[src/rtl/clk_gate_ctrl_pkg.sv]
// Shared types and default sizing for the ICG enable controller.
package clk_gate_ctrl_pkg;

   typedef enum logic [1:0] {
      ST_OFF  = 2'd0,
      ST_WAKE = 2'd1,
      ST_ON   = 2'd2,
      ST_IDLE = 2'd3
   } dom_state_t;

   localparam int DEF_N_DOM    = 4;
   localparam int DEF_IDLE_W   = 8;
   localparam int DEF_WAKE_CYC = 2;
   // Wake counter width covers the full 1..15 WAKE_CYC range.
   localparam int WCNT_W       = 4;

   function automatic int idx_width(input int n);
      return (n > 1) ? $clog2(n) : 1;
   endfunction

endpackage

[src/rtl/clk_gate_rr_pick.sv]
// Combinational round-robin one-hot picker; search starts just after last.
module clk_gate_rr_pick #(
   parameter int N     = 4,
   parameter int IDX_W = 2
) (
   input  logic [N-1:0]     cand,
   input  logic [IDX_W-1:0] last,
   output logic [N-1:0]     grant,
   output logic             valid
);

   logic [IDX_W-1:0] pos;

   always_comb begin
      grant = '0;
      valid = 1'b0;
      pos   = '0;
      for (int i = 1; i <= N; i++) begin
         pos = IDX_W'((int'(last) + i) % N);
         if (!valid && cand[pos]) begin
            grant[pos] = 1'b1;
            valid      = 1'b1;
         end
      end
   end

endmodule

[src/rtl/clk_gate_ctrl.sv]
// Per-domain ICG enable sequencer (OFF/WAKE/ON/IDLE) with one-at-a-time
// round-robin wake arbitration and scan/force overrides.
module clk_gate_ctrl
   import clk_gate_ctrl_pkg::*;
#(
   parameter int N_DOM    = DEF_N_DOM,
   parameter int IDLE_W   = DEF_IDLE_W,
   parameter int WAKE_CYC = DEF_WAKE_CYC
) (
   input  logic              CK,
   input  logic              RST,
   input  logic [N_DOM-1:0]  req,
   input  logic [N_DOM-1:0]  busy,
   input  logic [IDLE_W-1:0] idle_thresh,
   input  logic [N_DOM-1:0]  force_on,
   input  logic              test_mode,
   output logic [N_DOM-1:0]  en,
   output logic [N_DOM-1:0]  se,
   output logic [N_DOM-1:0]  ack,
   output logic [N_DOM-1:0]  gated
);

   localparam int IDX_W = idx_width(N_DOM);

   logic [N_DOM-1:0] cand;
   logic [N_DOM-1:0] wake_hold;
   logic [N_DOM-1:0] pick_grant;
   logic             pick_valid;
   logic [N_DOM-1:0] grant;
   logic             grant_any;
   logic [IDX_W-1:0] grant_idx;
   logic [IDX_W-1:0] last_grant;
   logic [N_DOM-1:0] en_q;
   logic [N_DOM-1:0] ack_q;
   logic [N_DOM-1:0] gated_q;

   clk_gate_rr_pick #(
      .N     (N_DOM),
      .IDX_W (IDX_W)
   ) u_pick (
      .cand  (cand),
      .last  (last_grant),
      .grant (pick_grant),
      .valid (pick_valid)
   );

   // A domain on its final WAKE cycle hands over the wake slot on the same
   // edge, so back-to-back wakes are spaced exactly WAKE_CYC apart.
   assign grant_any = pick_valid && !(|wake_hold);
   assign grant     = grant_any ? pick_grant : '0;

   always_comb begin
      grant_idx = '0;
      for (int i = 0; i < N_DOM; i++) begin
         if (grant[i]) grant_idx = IDX_W'(i);
      end
   end

   always_ff @(posedge CK) begin
      if (RST) begin
         last_grant <= IDX_W'(N_DOM - 1);
      end else if (grant_any) begin
         last_grant <= grant_idx;
      end
   end

   for (genvar d = 0; d < N_DOM; d++) begin : g_dom
      dom_state_t        st, st_nxt;
      logic [WCNT_W-1:0] wcnt, wcnt_nxt;
      logic [IDLE_W-1:0] icnt, icnt_nxt;
      logic              en_r, ack_r, gated_r;

      assign cand[d]      = (st == ST_OFF) && req[d];
      assign wake_hold[d] = (st == ST_WAKE) && (wcnt != '0);
      assign en_q[d]      = en_r;
      assign ack_q[d]     = ack_r;
      assign gated_q[d]   = gated_r;

      always_comb begin
         st_nxt   = st;
         wcnt_nxt = wcnt;
         icnt_nxt = icnt;
         case (st)
            ST_OFF: begin
               if (grant[d]) begin
                  st_nxt   = ST_WAKE;
                  wcnt_nxt = WCNT_W'(WAKE_CYC - 1);
               end
            end
            ST_WAKE: begin
               if (wcnt == '0) st_nxt = ST_ON;
               else            wcnt_nxt = wcnt - 1'b1;
            end
            ST_ON: begin
               if (!req[d] && !busy[d]) begin
                  st_nxt   = ST_IDLE;
                  icnt_nxt = idle_thresh;
               end
            end
            ST_IDLE: begin
               // Clock never stopped here, so activity returns straight to ON.
               if (req[d] || busy[d]) st_nxt = ST_ON;
               else if (icnt == '0)   st_nxt = ST_OFF;
               else                   icnt_nxt = icnt - 1'b1;
            end
            default: st_nxt = ST_OFF;
         endcase
      end

      always_ff @(posedge CK) begin
         if (RST) begin
            st      <= ST_OFF;
            wcnt    <= '0;
            icnt    <= '0;
            en_r    <= 1'b0;
            ack_r   <= 1'b0;
            gated_r <= 1'b1;
         end else begin
            st      <= st_nxt;
            wcnt    <= wcnt_nxt;
            icnt    <= icnt_nxt;
            en_r    <= (st_nxt != ST_OFF);
            ack_r   <= (st_nxt == ST_ON);
            gated_r <= (st_nxt == ST_OFF);
         end
      end
   end

   assign en    = en_q | force_on;
   assign se    = {N_DOM{test_mode}};
   assign ack   = ack_q;
   assign gated = gated_q;

endmodule

[config.mk]
export PLATFORM = sky130hd
export DESIGN_NAME = clk_gate_ctrl
export DESIGN_NICKNAME = d
export VERILOG_FILES = /design/src/rtl/clk_gate_ctrl_pkg.sv /design/src/rtl/clk_gate_rr_pick.sv /design/src/rtl/clk_gate_ctrl.sv
export SDC_FILE = /design/constraint.sdc
export NUM_CORES = 1
export LEC_CHECK = 0
export CAP_MARGIN = 0
export CORE_ASPECT_RATIO = 2
export CORE_UTILIZATION = 50
export DETAILED_ROUTE_END_ITERATION = 10
export DONT_BUFFER_PORTS = 1
export PLACE_DENSITY = 0.71
export SYNTH_ARGS = -nofsm -noshare
export SYNTH_HDL_FRONTEND = slang
export SYNTH_HIERARCHICAL = 1
export SYNTH_SLANG_ARGS = --single-unit
[constraint.sdc]
create_clock -name CK -period 6.3 [get_ports CK]
set_input_delay 0 -clock CK [delete_from_list [all_inputs] [get_ports CK]]
set_output_delay 0 -clock CK [all_outputs]
set_load 0.01 [all_outputs]
---- Word level (Yosys, flattened, before mapping) ----
Cells that the tools add are included.
word-level totals
  register bits after elaboration ......... 70
  input port bits ......................... 23
  output and inout port bits .............. 16
cells by class
  add/sub/neg operators ................... 12
  $lt $le $gt $ge ......................... 8
  equality and inequality tests ........... 36
  multiplexer cells ....................... 80
  bitwise operators ....................... 4
  reductions and logical operators ........ 77
operator list
  cell                 count
  $mux 8               12
  $pmux 8 s2           4
  $mux 4               13
  $mux 2               22
  $ne 2x2->1 const B   20
  $logic_not 8->1      4
  $pmux 2 s4           4
  $pmux 4 s2           4
  $sub 8x1->8 const B  4
  $eq 2x2->1 const B   12
  $reduce_bool 2->1    12
  $logic_and 1x1->1    20
  $logic_not 2->1      8
  $logic_not 4->1      4
  $or 4x4->4           4
  $reduce_and 4->1     4
  $reduce_bool 4->1    4
  $sub 4x1->4 const B  4
  $mux 1               13
  $logic_not 1->1      12
  $lt 2x3->1 const B   4
  $reduce_and 3->1     4
  $bmux 1 s2           4
  $demux 1 s2          4
  other kinds (6)      17

---- Logic depth before layout (Yosys ltp) ----
Gate-level depths: netlist (run 1).
  depth in word-level cells ............... 19
  depth in mapped cells ................... 11
  gate-level depth less buffers ........... 10

---- By module ----
The synthesis (run 1) kept the hierarchy.
modules (own cells, without submodules)
  module            times used  cells an instance  area each (µm²)
  clk_gate_ctrl     1           501                4,142.7
  clk_gate_rr_pick  1           48                 415.4

---- Worst setup path after synthesis (run 1) ----
No wires, ideal clock.
  kind .................................... reg-to-reg
  start ................................... register last_grant[0]
  end ..................................... register g_dom[2].wcnt[1]
  library setup time ...................... 0.123 ns
  arrival time ............................ 2.925 ns
  data required time ...................... 6.177 ns
  setup slack ............................. 3.252 ns
  stages on the path, launching flop included .. 11
  buffers on the path ..................... 0
  clock period less this slack ............ 3.048 ns
  cell sequence ........................... dfxtp_1 -> inv_1 -> ha_1 -> mux2i_1 -> o2111ai_1 -> o21ai_0 -> a221o_1 -> inv_1 -> or3_1 -> o32a_1 -> mux2_1
on the way
  elaborated cells on any way between the ends .. 53
  classes of those cells .................. 4 x add/sub; 8 x order compare; 1 x eq/ne; 25 x mux; 3 x bitwise; 12 x reduce/logical
RTL lines
  element                                              RTL line                source
  start, declared                                      clk_gate_ctrl.sv:32     logic [IDX_W-1:0] last_grant;
  start signal, assigned                               clk_gate_ctrl.sv:61     last_grant <= IDX_W'(N_DOM - 1);
  start signal, assigned                               clk_gate_ctrl.sv:63     last_grant <= grant_idx;
  branches (longest 12 deep; another with $lt 2x3->1)  --
  $mux 4 *                                             clk_gate_rr_pick.sv:20  if (!valid && cand[pos]) begin
  named net pick_grant[2]                              clk_gate_ctrl.sv:27     logic [N_DOM-1:0] pick_grant;
  $mux 4 *                                             clk_gate_ctrl.sv:50     assign grant = grant_any ? pick_grant : '0;
  $ne 2x2->1 (no line) *                               --
  $reduce_and 3->1 (no line) *                         --
  end signal, assigned                                 clk_gate_ctrl.sv:120    wcnt <= wcnt_nxt;
  end, declared                                        clk_gate_ctrl.sv:69     logic [WCNT_W-1:0] wcnt, wcnt_nxt;
Mark *: on every way through the listed nets, which the timed path passes. The select of a mux whose other input is x is not followed.
A chain may end at the register's enable or synchronous reset.

---- Worst setup path in the final report (run 1) ----
  start ................................... register last_grant[1]
  end ..................................... register g_dom[2].wcnt[1]
Same word-level chain as after synthesis.

==> impl_metrics.json, run 1 <==
{
  "critPathMaxFanout": 13,
  "nets": 585,
  "ys_seq_area_share_pct": 30.7,
  "leakagePower_uw": 0.00175,
  "crit_arrival_ns": 3.81,
  "avgRoutedWirePerCell_um": 18.1,
  "ir_worst_vdd_uv": 237,
  "synth.distinct_cells": 68,
  "yosys_warnings": 6,
  "synth-async-reset-ratio_pct": 0,
  "dpl.hpwl_um": 7900,
  "synth_ff_type": "dfxtp_1",
  "cts-hold-fix-buffers": 18,
  "setup_viol": 0,
  "root_buffer": "clkbuf_16",
  "rsz0062_at_grt": "no",
  "fill_cells": 810,
  "antenna_left": 0,
  "fmax_mhz": 279,
  "chipWidth_um": 69.5,
  "drt_iter0_markers": 365,
  "post_cts_buffers": 0,
  "hold_viol": 0,
  "numCtsBuffers": 9,
  "core_mm2": 0.00889,
  "synth_area_leaders": "dfxtp_1, ha_1, a21oi_1",
  "synth-seq-cells": 70,
  "slew-limit-headroom_pct": 31.7,
  "drive_gt1_share_pct": 8.84,
  "cts_resized": 0,
  "die_h_um": 137,
  "antenna_found_initial": 1,
  "clock_sinks": 70,
  "grt_max_degree": 65,
  "row_count": 49,
  "synth-edff-count": 0,
  "timing.setup.tns_ns": 0,
  "startpoint": "last_grant[1]$_SDFFE_PP1N_",
  "vias_per_cell": 6.32,
  "numPortBuffers": 0,
  "vias": 4092,
  "start_kind": "register",
  "critical_path_class": "reg2reg",
  "syn_nets": 596,
  "pre_cts_ws_ns": 2.84,
  "cts_tree": "done",
  "critPathCaptureType": "register",
  "tightest_slew_ns": 1.02,
  "dieArea_mm2": 0.00953,
  "p_per_area_mw_per_mm2": 377,
  "endpoint": "g_dom[2].wcnt[1]$_SDFFE_PP0P_",
  "status": "completed",
  "grt_use_total_pct": 24.4,
  "grt.overflow.total": 0,
  "final_area_mm2": 0.00499,
  "synth_top_area_share_pct": 30.7,
  "r2r_cells": 10,
  "yosysTopAreaCell": "dfxtp_1",
  "clk_latency_ns": 0.33,
  "synthCells": 549,
  "io_pins": 39,
  "setup_slack_ns": 2.71,
  "hold_ws_ns": 0.0000102,
  "grt_pass1_vias": 3759,
  "h-tree-depth": 3,
  "crit_required_ns": 6.52,
  "initial_utilization_pct": 51.3,
  "post-route-util_pct": 56.1,
  "clk_transition_reported_paths_ns": 0.06,
  "cts_buffer_depth": 2,
  "finalMaxSlewViolations": 0,
  "drc_errors": 0,
  "syn_area_per_cell_um2": 8.30,
  "period_share_pct": 56.9,
  "routed_wl_um": 11700,
  "min_path_type": "in2out",
  "skew_ns": 0.00632,
  "r2r-end": "g_dom[2].wcnt[1]$_SDFFE_PP0P_",
  "synth_area_mm2": 0.00456,
  "gp_congestion": 0.953,
  "placed_area_mm2": 0.00446,
  "grt_pass1_wl_um": 18300,
  "r2r_slack_ns": 2.71,
  "r2r-start": "last_grant[1]$_SDFFE_PP1N_",
  "firstDrtPassIters": 5,
  "maxCapViolCount": 0,
  "syn2layout_area_growth_pct": 9.50,
  "min_period_ns": 3.59
}
## cells by family after synthesis
| family | share of synthesized area, % |
|---|---|
| flip-flops | 30.7 |
| adder cells (fa/ha/maj) | 6.59 |
| multiplexers | 4.06 |
| AO/OA/AOI/OAI | 28.5 |
| AND/OR/NAND/NOR | 22.8 |
| buffers and inverters | 7.27 |
## metrics by stage
stage	instances	total power, uW
2_1_floorplan	549	1170
3_3_place_gp	611	1270
3_5_place_dp	611	1290
4_1_cts	645	1870
5_1_grt	647	1980
6_report	647	1880
## sequential cells by signal (all words and copies together), names as in the netlist
| name | flops |
|---|---|
| g_dom.ack_r | 4 |
| g_dom.en_r | 4 |
| g_dom.gated_r | 4 |
| g_dom.st | 8 |
| g_dom.wcnt | 16 |
| last_grant | 2 |
| g_dom.icnt | 32 |
## cell usage after synthesis (4+ instances only)
cell type and instances:
o21a_1 8, nand2_1 37, nand4_1 5, o21ai_0 33
o2bb2ai_1 6, a21o_1 7, nand2b_1 11, ha_1 24
and2_1 9, nor3b_2 4, mux2i_1 8, o2111ai_1 4
o21ai_1 6, nor3b_1 11, nand3_1 9, o31a_1 4
mux2_2 5, clkbuf_1 18, nand3b_1 4, inv_1 29
or4_1 5, nor3_1 13, a21oi_1 49, a31oi_1 11
nor4_1 5, nor2_1 41, dfxtp_1 70, a221o_1 4
and3_1 4, nor4b_1 5, or2_2 8, buf_2 4
buf_4 14, or3_1 6, a211oi_1 10
## area by class of cell
class                      count  area, um^2  share of cell area (%)
multi-input combinational    410        2830                    56.6
antenna                        2        5.00                   0.100
clock inverter                 5        82.6                    1.65
timing repair buffer          18         198                    3.96
inverter                      29         109                    2.18
tap                          102         128                    2.56
clock buffer                  11         243                    4.86
sequential                    70        1400                    28.1
## cell usage in the layout, fill, tap and decap left out, types with 4 or more instances in the layout
cell type       n
a31oi_1        11
o2bb2ai_1       6
inv_1          29
nand3b_1        4
o2111ai_1       4
nand4_1         5
nand2b_1       11
nor3b_2         4
and2_1          9
and3_1          4
mux2i_1         8
mux2_2          5
dfxtp_1        70
nor2_1         41
nand2_1        37
o21ai_0        33
nor3b_1        11
nor3_1         13
or3_1           6
clkbuf_16       9
or4_1           5
o21a_1          8
a221o_1         4
a21oi_1        49
nor4_1          5
a211oi_1       10
o31a_1          4
o21ai_1         6
nor4b_1         5
nand3_1         9
dlygate4sd3_1  17
a21o_1          7
ha_1           24
or2_2           8
## worst max-delay path, stage by stage (launching register included)
cell and delay (ns):
dfxtp_1 0.59, inv_1 0.18, ha_1 0.42, mux2i_1 0.26
o2111ai_1 0.14, o21ai_0 0.45, a221o_1 0.25, inv_1 0.06
or3_1 0.39, o32a_1 0.40, mux2_1 0.34
## worst min path at each step
stage               from    end  slack, ns  depth (start not counted)
5_1_grt        test_mode  se[1]    0.00004                          0
3_3_place_gp   test_mode  se[1]     0.0003                          0
3_5_place_dp   test_mode  se[1]     0.0003                          0
6_report       test_mode  se[2]    0.00001                          0
4_1_cts        test_mode  se[1]     0.0003                          0
2_1_floorplan  test_mode  se[0]       0.09                          1
## routing by layer
| layer | share of wire, % | wire, um | vias up | global-route usage [%] |
|---|---|---|---|---|
| met2 | 54 | 6350 | 115 | 44.2 |
| met1 | 38 | 4430 | 1947 | 26.4 |
| met4 | 3.0 | 349 | 0 | 12.9 |
| met3 | 5.0 | 588 | 23 | 4.79 |
| li1 | - | - | 2007 | - |
| met5 | 0 | 0 | - | 0 |
## report_power, final
| group | internal [uW] | total, uW | switching (uW) |
|---|---|---|---|
| Sequential | 515 | 601 | 85.9 |
| Clock | 358 | 556 | 199 |
| Combinational | 297 | 722 | 425 |
No activity file was read; power rests on OpenSTA's default activity.
==> run 2: changes to the inputs <==
--- a/config.mk
+++ b/config.mk
@@ -5,6 +5,7 @@
 export SDC_FILE = /design/constraint.sdc
 export NUM_CORES = 1
 export LEC_CHECK = 0
+export ABC_AREA = 1
 export CAP_MARGIN = 0
 export CORE_ASPECT_RATIO = 2
 export CORE_UTILIZATION = 50
==> constraint.sdc (replaced) <==
create_clock -name CK -period 3.7 [get_ports CK]
set_input_delay 0 -clock CK [delete_from_list [all_inputs] [get_ports CK]]
set_output_delay 0 -clock CK [all_outputs]
set_load 0.01 [all_outputs]
==> run 2 against run 1 <==
The flow now finishes with violations (negative hold slack); non-clock buffer count down 7; hold slack worse by 0.00082 ns; synthesized cell count increased by 26%; clock power increased by 65%; area after synthesis up 2.2%; count of clock-buffer cells in the layout is 1 lower; sequential share of layout area fell by 0.35 points; die area is 2.1% higher; global-route usage rose by 0.40 points; combinational power up 150%; utilization down 0.070 points; register-to-register slack got worse by 1.6 ns.
==> impl_metrics.json, run 2 <==
{
  "yosysTopAreaCell": "dfxtp_1",
  "status": "complete, but fails checks",
  "slew-limit-headroom_pct": 33.7,
  "layout_commonest_cell": "nand2_1",
  "leakagePower_uw": 0.00237,
  "grt_pass1_vias": 4307,
  "hold_path_end": "g_dom[1].icnt[0]$_SDFFE_PP0P_",
  "gp_congestion": 0.881,
  "ir_worst_vdd_uv": 326,
  "clk_transition_reported_paths_ns": 0.06,
  "hold_path.startpoint": "idle_thresh[0]",
  "crit_arrival_ns": 2.81,
  "synth-edff-count": 0,
  "grt_max_degree": 40,
  "synth_top_area_share_pct": 30.1,
  "io_pins": 39,
  "grt.overflow.total": 0,
  "top_regs": "g_dom.icnt: 32 flops, g_dom.wcnt: 16 flops, g_dom.st: 8 flops",
  "p_per_area_mw_per_mm2": 738,
  "r2r-start": "last_grant[0]$_SDFFE_PP1N_",
  "initial_utilization_pct": 51.7,
  "maxCapViolCount": 0,
  "rsz0062_at_grt": "no",
  "antenna_found_initial": 1,
  "holdPathStages": 4,
  "cts-hold-fix-buffers": 11,
  "syn_area_per_cell_um2": 6.71,
  "regMostFlops": "g_dom.icnt",
  "r2r-end": "g_dom[0].wcnt[1]$_SDFFE_PP0P_",
  "synth_area_mm2": 0.00466,
  "min_path_type": "in2reg",
  "vias_per_cell": 5.55,
  "numCtsBuffers": 9,
  "synth-seq-cells": 70,
  "yosysMostFrequentCell": "nand2_1",
  "critPathCaptureType": "register",
  "clk_latency_ns": 0.34,
  "min_period_ns": 2.59,
  "crit_required_ns": 3.93,
  "drc_errors": 0,
  "ys_seq_area_share_pct": 30.1,
  "fill_cells": 880,
  "synth_area_leaders": "dfxtp_1, nand2_1, nor2_1",
  "fmax_mhz": 387,
  "layout_common_cells": "nand2_1, nor2_1, inv_1",
  "finalMaxSlewViolations": 0,
  "row_count": 49,
  "nets": 736,
  "period_share_pct": 69.9,
  "core_mm2": 0.00901,
  "antenna_left": 0,
  "tightest_slew_ns": 0.994,
  "h-tree-depth": 3,
  "vias": 4420,
  "largest_reg_flops": 32,
  "r2r_slack_ns": 1.11,
  "dieArea_mm2": 0.00973,
  "yosys-top-cells-count": "nand2_1, nor2_1, inv_1",
  "dpl.hpwl_um": 8580,
  "synth-async-reset-ratio_pct": 0,
  "numPortBuffers": 0,
  "skew_ns": 0.00707,
  "total_power_uw": 3730,
  "cts_tree": "done",
  "syn_nets": 741,
  "hold_ws_ns": -0.000813,
  "drive_gt1_share_pct": 10.7,
  "avgRoutedWirePerCell_um": 14.5,
  "start_kind": "register",
  "routed_wl_um": 11600,
  "synth_ff_type": "dfxtp_1",
  "r2r_cells": 16,
  "critical_path_class": "reg2reg",
  "synthCells": 694,
  "cts_resized": 0,
  "chipWidth_um": 70.3,
  "clock_sinks": 70,
  "root_buffer": "clkbuf_16",
  "grt_pass1_wl_um": 19400,
  "grt_use_total_pct": 24.8,
  "violations": "negative hold slack",
  "cts_buffer_depth": 2,
  "hold_viol": 1,
  "synth.distinct_cells": 38,
  "setup_viol": 0,
  "drt_iter0_markers": 171,
  "post_cts_buffers": 0,
  "die_h_um": 139,
  "yosys_warnings": 6,
  "startpoint": "last_grant[0]$_SDFFE_PP1N_",
  "critPathMaxFanout": 12,
  "syn2layout_area_growth_pct": 8.49,
  "timing.setup.tns_ns": 0,
  "firstDrtPassIters": 4
}
run 2: per-stage QoR:
step           util (%)  cells  worst slack (ns)  area (um^2)
6_report           56.1    797              1.11         5050
3_5_place_dp       51.2    769              1.16         4620
2_1_floorplan         -    694              1.41         4660
4_1_cts            56.0    796              1.11         5050
5_1_grt            56.0    796             0.832         5050
3_3_place_gp       51.2    769              1.26         4620
run 2: worst max path at each step:
stage	to	slack (ns)
3_3_place_gp	g_dom[0].wcnt[1]$_SDFFE_PP0P_	1.26
5_1_grt	g_dom[0].wcnt[1]$_SDFFE_PP0P_	0.83
6_report	g_dom[0].wcnt[1]$_SDFFE_PP0P_	1.11
2_1_floorplan	g_dom[0].wcnt[2]$_SDFFE_PP0P_	1.41
3_5_place_dp	g_dom[0].wcnt[1]$_SDFFE_PP0P_	1.16
4_1_cts	g_dom[0].wcnt[1]$_SDFFE_PP0P_	1.11
run 2: critical path: stages, from the launching register on:
cell and delay (ns):
dfxtp_1 0.56, inv_2 0.18, ha_1 0.39, inv_1 0.13
nand3_1 0.10, nand2_1 0.15, nand3_2 0.12, nor2_1 0.10
nor2_1 0.05, nand2_1 0.05, inv_1 0.05, nor2_1 0.20
nand3_4 0.12, nand2_4 0.11, inv_2 0.05, nor2_1 0.08
nor2_1 0.05
run 2: routing by layer:
| layer | vias to the layer above | share of wire (%) | global-route usage [%] |
|---|---|---|---|
| li1 | 2238 | - | - |
| met1 | 2068 | 38 | 24.1 |
| met2 | 88 | 56 | 47.7 |
| met3 | 26 | 3.5 | 5.03 |
| met4 | 0 | 3.3 | 11.9 |
| met5 | - | 0 | 0 |
run 2: logic make-up (layout without fill, tap and decap cells):
group	Yosys count	in the layout	share of synthesized area (%)
AO/OA/AOI/OAI	117	117	13.5
XOR/XNOR	6	6	1.13
adder cells (fa/ha/maj)	24	24	6.45
buffers and inverters	124	124	11.5
flip-flops	70	70	30.1
other	0	1	0
AND/OR/NAND/NOR	353	353	37.4
run 2: layout make-up:
class                           count  area, um^2  share of cell area [%]
Multi-Input combinational cell    500        2720                    53.8
Sequential cell                    70        1400                    27.7
Inverter                           97         367                    7.25
Clock buffer                       10         229                    4.53
Tap cell                          102         128                    2.53
Timing Repair Buffer               11         120                    2.38
Clock inverter                      6        86.3                    1.71
Antenna cell                        1        2.50                  0.0495
run 2: power breakdown:
part	total, uW	switching, uW	internal, uW
Clock	920	331	589
Combinational	1780	1160	619
Sequential	1030	138	891
==> run 3: changes to the inputs <==
--- a/config.mk
+++ b/config.mk
@@ -11,7 +11,7 @@
 export CORE_UTILIZATION = 50
 export DETAILED_ROUTE_END_ITERATION = 10
 export DONT_BUFFER_PORTS = 1
-export PLACE_DENSITY = 0.71
+export PLACE_DENSITY = 0.74
 export SYNTH_ARGS = -nofsm -noshare
 export SYNTH_HDL_FRONTEND = slang
 export SYNTH_HIERARCHICAL = 1
==> constraint.sdc (replaced) <==
create_clock -name CK -period 2.1 [get_ports CK]
set_input_delay 0 -clock CK [delete_from_list [all_inputs] [get_ports CK]]
set_output_delay 0 -clock CK [all_outputs]
set_load 0.01 [all_outputs]
==> run 3 against run 2 <==
The flow now finishes without violations; maximum frequency up 31%; register-to-register slack worse by 0.99 ns; design area up 6.2%; utilization is 3.5 points higher; critical path type unchanged; largest cell class unchanged; sequential power increased by 70%; clock skew fell by 0.0020 ns; highest routed layer unchanged.
==> impl_metrics.json, run 3 (synthesized netlist as in run 2, its figures left out) <==
{
  "drive_gt1_share_pct": 17.9,
  "drt-met1-wl_um": 4450,
  "wl_met3_um": 591,
  "avgRoutedWirePerCell_um": 15.0,
  "setup_viol": 0,
  "period_share_pct": 94.0,
  "grt_use_total_pct": 26.1,
  "vias": 4681,
  "grt.overflow.total": 0,
  "min_path_type": "in2out",
  "fmax_mhz": 506,
  "setup_slack_ns": 0.125,
  "numPortBuffers": 0,
  "seqCellArea_mm2": 0.00141,
  "hold_viol": 0,
  "route.met2.wl_um": 6670,
  "crit_family": "simple AND/OR/NAND/NOR gates",
  "regMostFlops": "g_dom.icnt",
  "final_area_mm2": 0.00537,
  "die_h_um": 139,
  "largest_reg_flops": 32,
  "critical_path_buf_inv_count": 2,
  "cp_cell_sequence": "nor3b_2 -> buf_4 -> nand2_1 -> nand2_2 -> o21a_1 -> inv_1 -> nand2_2 -> nand2_4 -> nor2_8 -> nand4_4 -> nand2_2 -> nand2_1 -> nand2_1 -> nor2_1",
  "highest_layer": "met4",
  "slew-limit-headroom_pct": 70.8,
  "min_period_ns": 1.97,
  "fill_cells": 841,
  "antenna_left": 0,
  "pre_cts_ws_ns": -0.118,
  "cpPeakStageDelay_ns": 0.32,
  "ir_worst_vdd_uv": 627,
  "firstDrtPassIters": 5,
  "layout_common_cells": "nand2_1, nor2_1, inv_1",
  "initial_utilization_pct": 51.7,
  "antenna_found_initial": 0,
  "layout_commonest_cell": "nand2_1",
  "drt_iter0_markers": 267,
  "grt_max_degree": 40,
  "cts_tree": "done",
  "critPathMaxFanout": 8,
  "grt_pass1_wl_um": 20600,
  "crit_arrival_ns": 2.20,
  "rsz0062_at_grt": "yes",
  "slowest_stage": "dfxtp_1",
  "leakagePower_uw": 0.00250,
  "core_mm2": 0.00901,
  "dieArea_mm2": 0.00973,
  "skew_ns": 0.00508,
  "p_per_area_mw_per_mm2": 1330,
  "multiInputGateArea_mm2": 0.00283,
  "numCtsBuffers": 9,
  "num_antenna_cells": 0,
  "status": "completed",
  "vias_per_cell": 5.70,
  "io_pins": 39,
  "finalMaxSlewViolations": 0,
  "critical_path_class": "reg2reg",
  "gp_congestion": 0.993,
  "clk_latency_ns": 0.33,
  "top_regs": "g_dom.icnt: 32 flops, g_dom.wcnt: 16 flops, g_dom.st: 8 flops",
  "syn2layout_area_growth_pct": 15.2,
  "critPathCaptureType": "register",
  "h-tree-depth": 3,
  "row_count": 49,
  "clock_sinks": 70,
  "cts_buffer_depth": 2,
  "tightest_slew_ns": 0.438,
  "clk_transition_reported_paths_ns": 0.05,
  "grt_pass1_vias": 4493,
  "chipWidth_um": 70.3,
  "placed_area_mm2": 0.00478,
  "nets": 762,
  "dpl.hpwl_um": 8750,
  "root_buffer": "clkbuf_16",
  "drc_errors": 0,
  "maxCapViolCount": 0,
  "start_kind": "register",
  "crit_required_ns": 2.33,
  "routed_wl_um": 12300
}
-- run 3: changes by cell type in the layout (fill, tap and decap cells not counted), moves of 3 or more --
cell	before	now
nand2_2	11	22
buf_4	0	25
inv_1	84	79
dfxtp_1	70	67
inv_2	11	15
nor2_2	6	9
nor2_4	2	6
nand2_1	134	122
nor2_1	88	81
-- run 3: worst reg2reg max path, delay by kind of cell (launching register included) --
family	cells	cell delay (ns)
buf+inv	2	0.21
simple gates	11	1.18
flops	1	0.32
compound gates	1	0.17
-- run 3: metrics by stage --
step | std cells | power [uW] | hold WS (ns) | util [%] | setup TNS (ns)
2_1_floorplan | 694 | 4440 | 0.0918 | - | 0
3_3_place_gp | 790 | 5050 | 0.000286 | 53.0 | -1.36
3_5_place_dp | 790 | 5160 | 0.000286 | 53.0 | -1.29
4_1_cts | 817 | 6870 | 0.000286 | 58.2 | 0
5_1_grt | 821 | 7690 | 0.0000537 | 59.5 | -0.0276
6_report | 821 | 7160 | 0.00000418 | 59.5 | 0
-- run 3: worst paths after layout --
check	slack, ns	depth (start not counted)	startpoint	to
min	0.000004	0	test_mode	se[3]
min reg2reg	0.48	2	g_dom[0].icnt[5]$_SDFFE_PP0P_	g_dom[0].icnt[5]$_SDFFE_PP0P_
max	0.13	14	g_dom[3].st[0]$_SDFF_PP0_	g_dom[2].wcnt[2]$_SDFFE_PP0P_
max reg2reg	0.13	14	g_dom[3].st[0]$_SDFF_PP0_	g_dom[2].wcnt[2]$_SDFFE_PP0P_
-- run 3: cell type report --
class | count | area share (%)
clock buffers | 9 | 4.20
flip-flops and latches | 70 | 26.2
multi-input cells | 500 | 52.8
repair buffers | 37 | 5.92
clock inverters | 6 | 1.63
inverters | 97 | 6.88
well taps | 102 | 2.38
-- run 3: power breakdown --
part           leakage [uW]  internal (uW)  switching [uW]
registers          0.000570           1580             173
clock network      0.000144           1030             589
logic               0.00178           1440            2340
-- run 3: repair_timing --
| item | 4_1_cts | 5_1_grt |
|---|---|---|
| buffers inserted | 0 | 4 |
| hold endpoints to repair | 47 | 0 |
| pin swaps | 3 | 18 |
| gates resized for setup | 8 | 27 |
| hold buffers | 12 | 0 |
| setup endpoints to repair | 28 | 32 |
-- run 3: routing by layer --
layer,global-route usage [%],up-vias
met4,13.8,0
met1,27.3,2182
met5,0,-
met3,4.66,44
met2,47.7,163
li1,-,2292
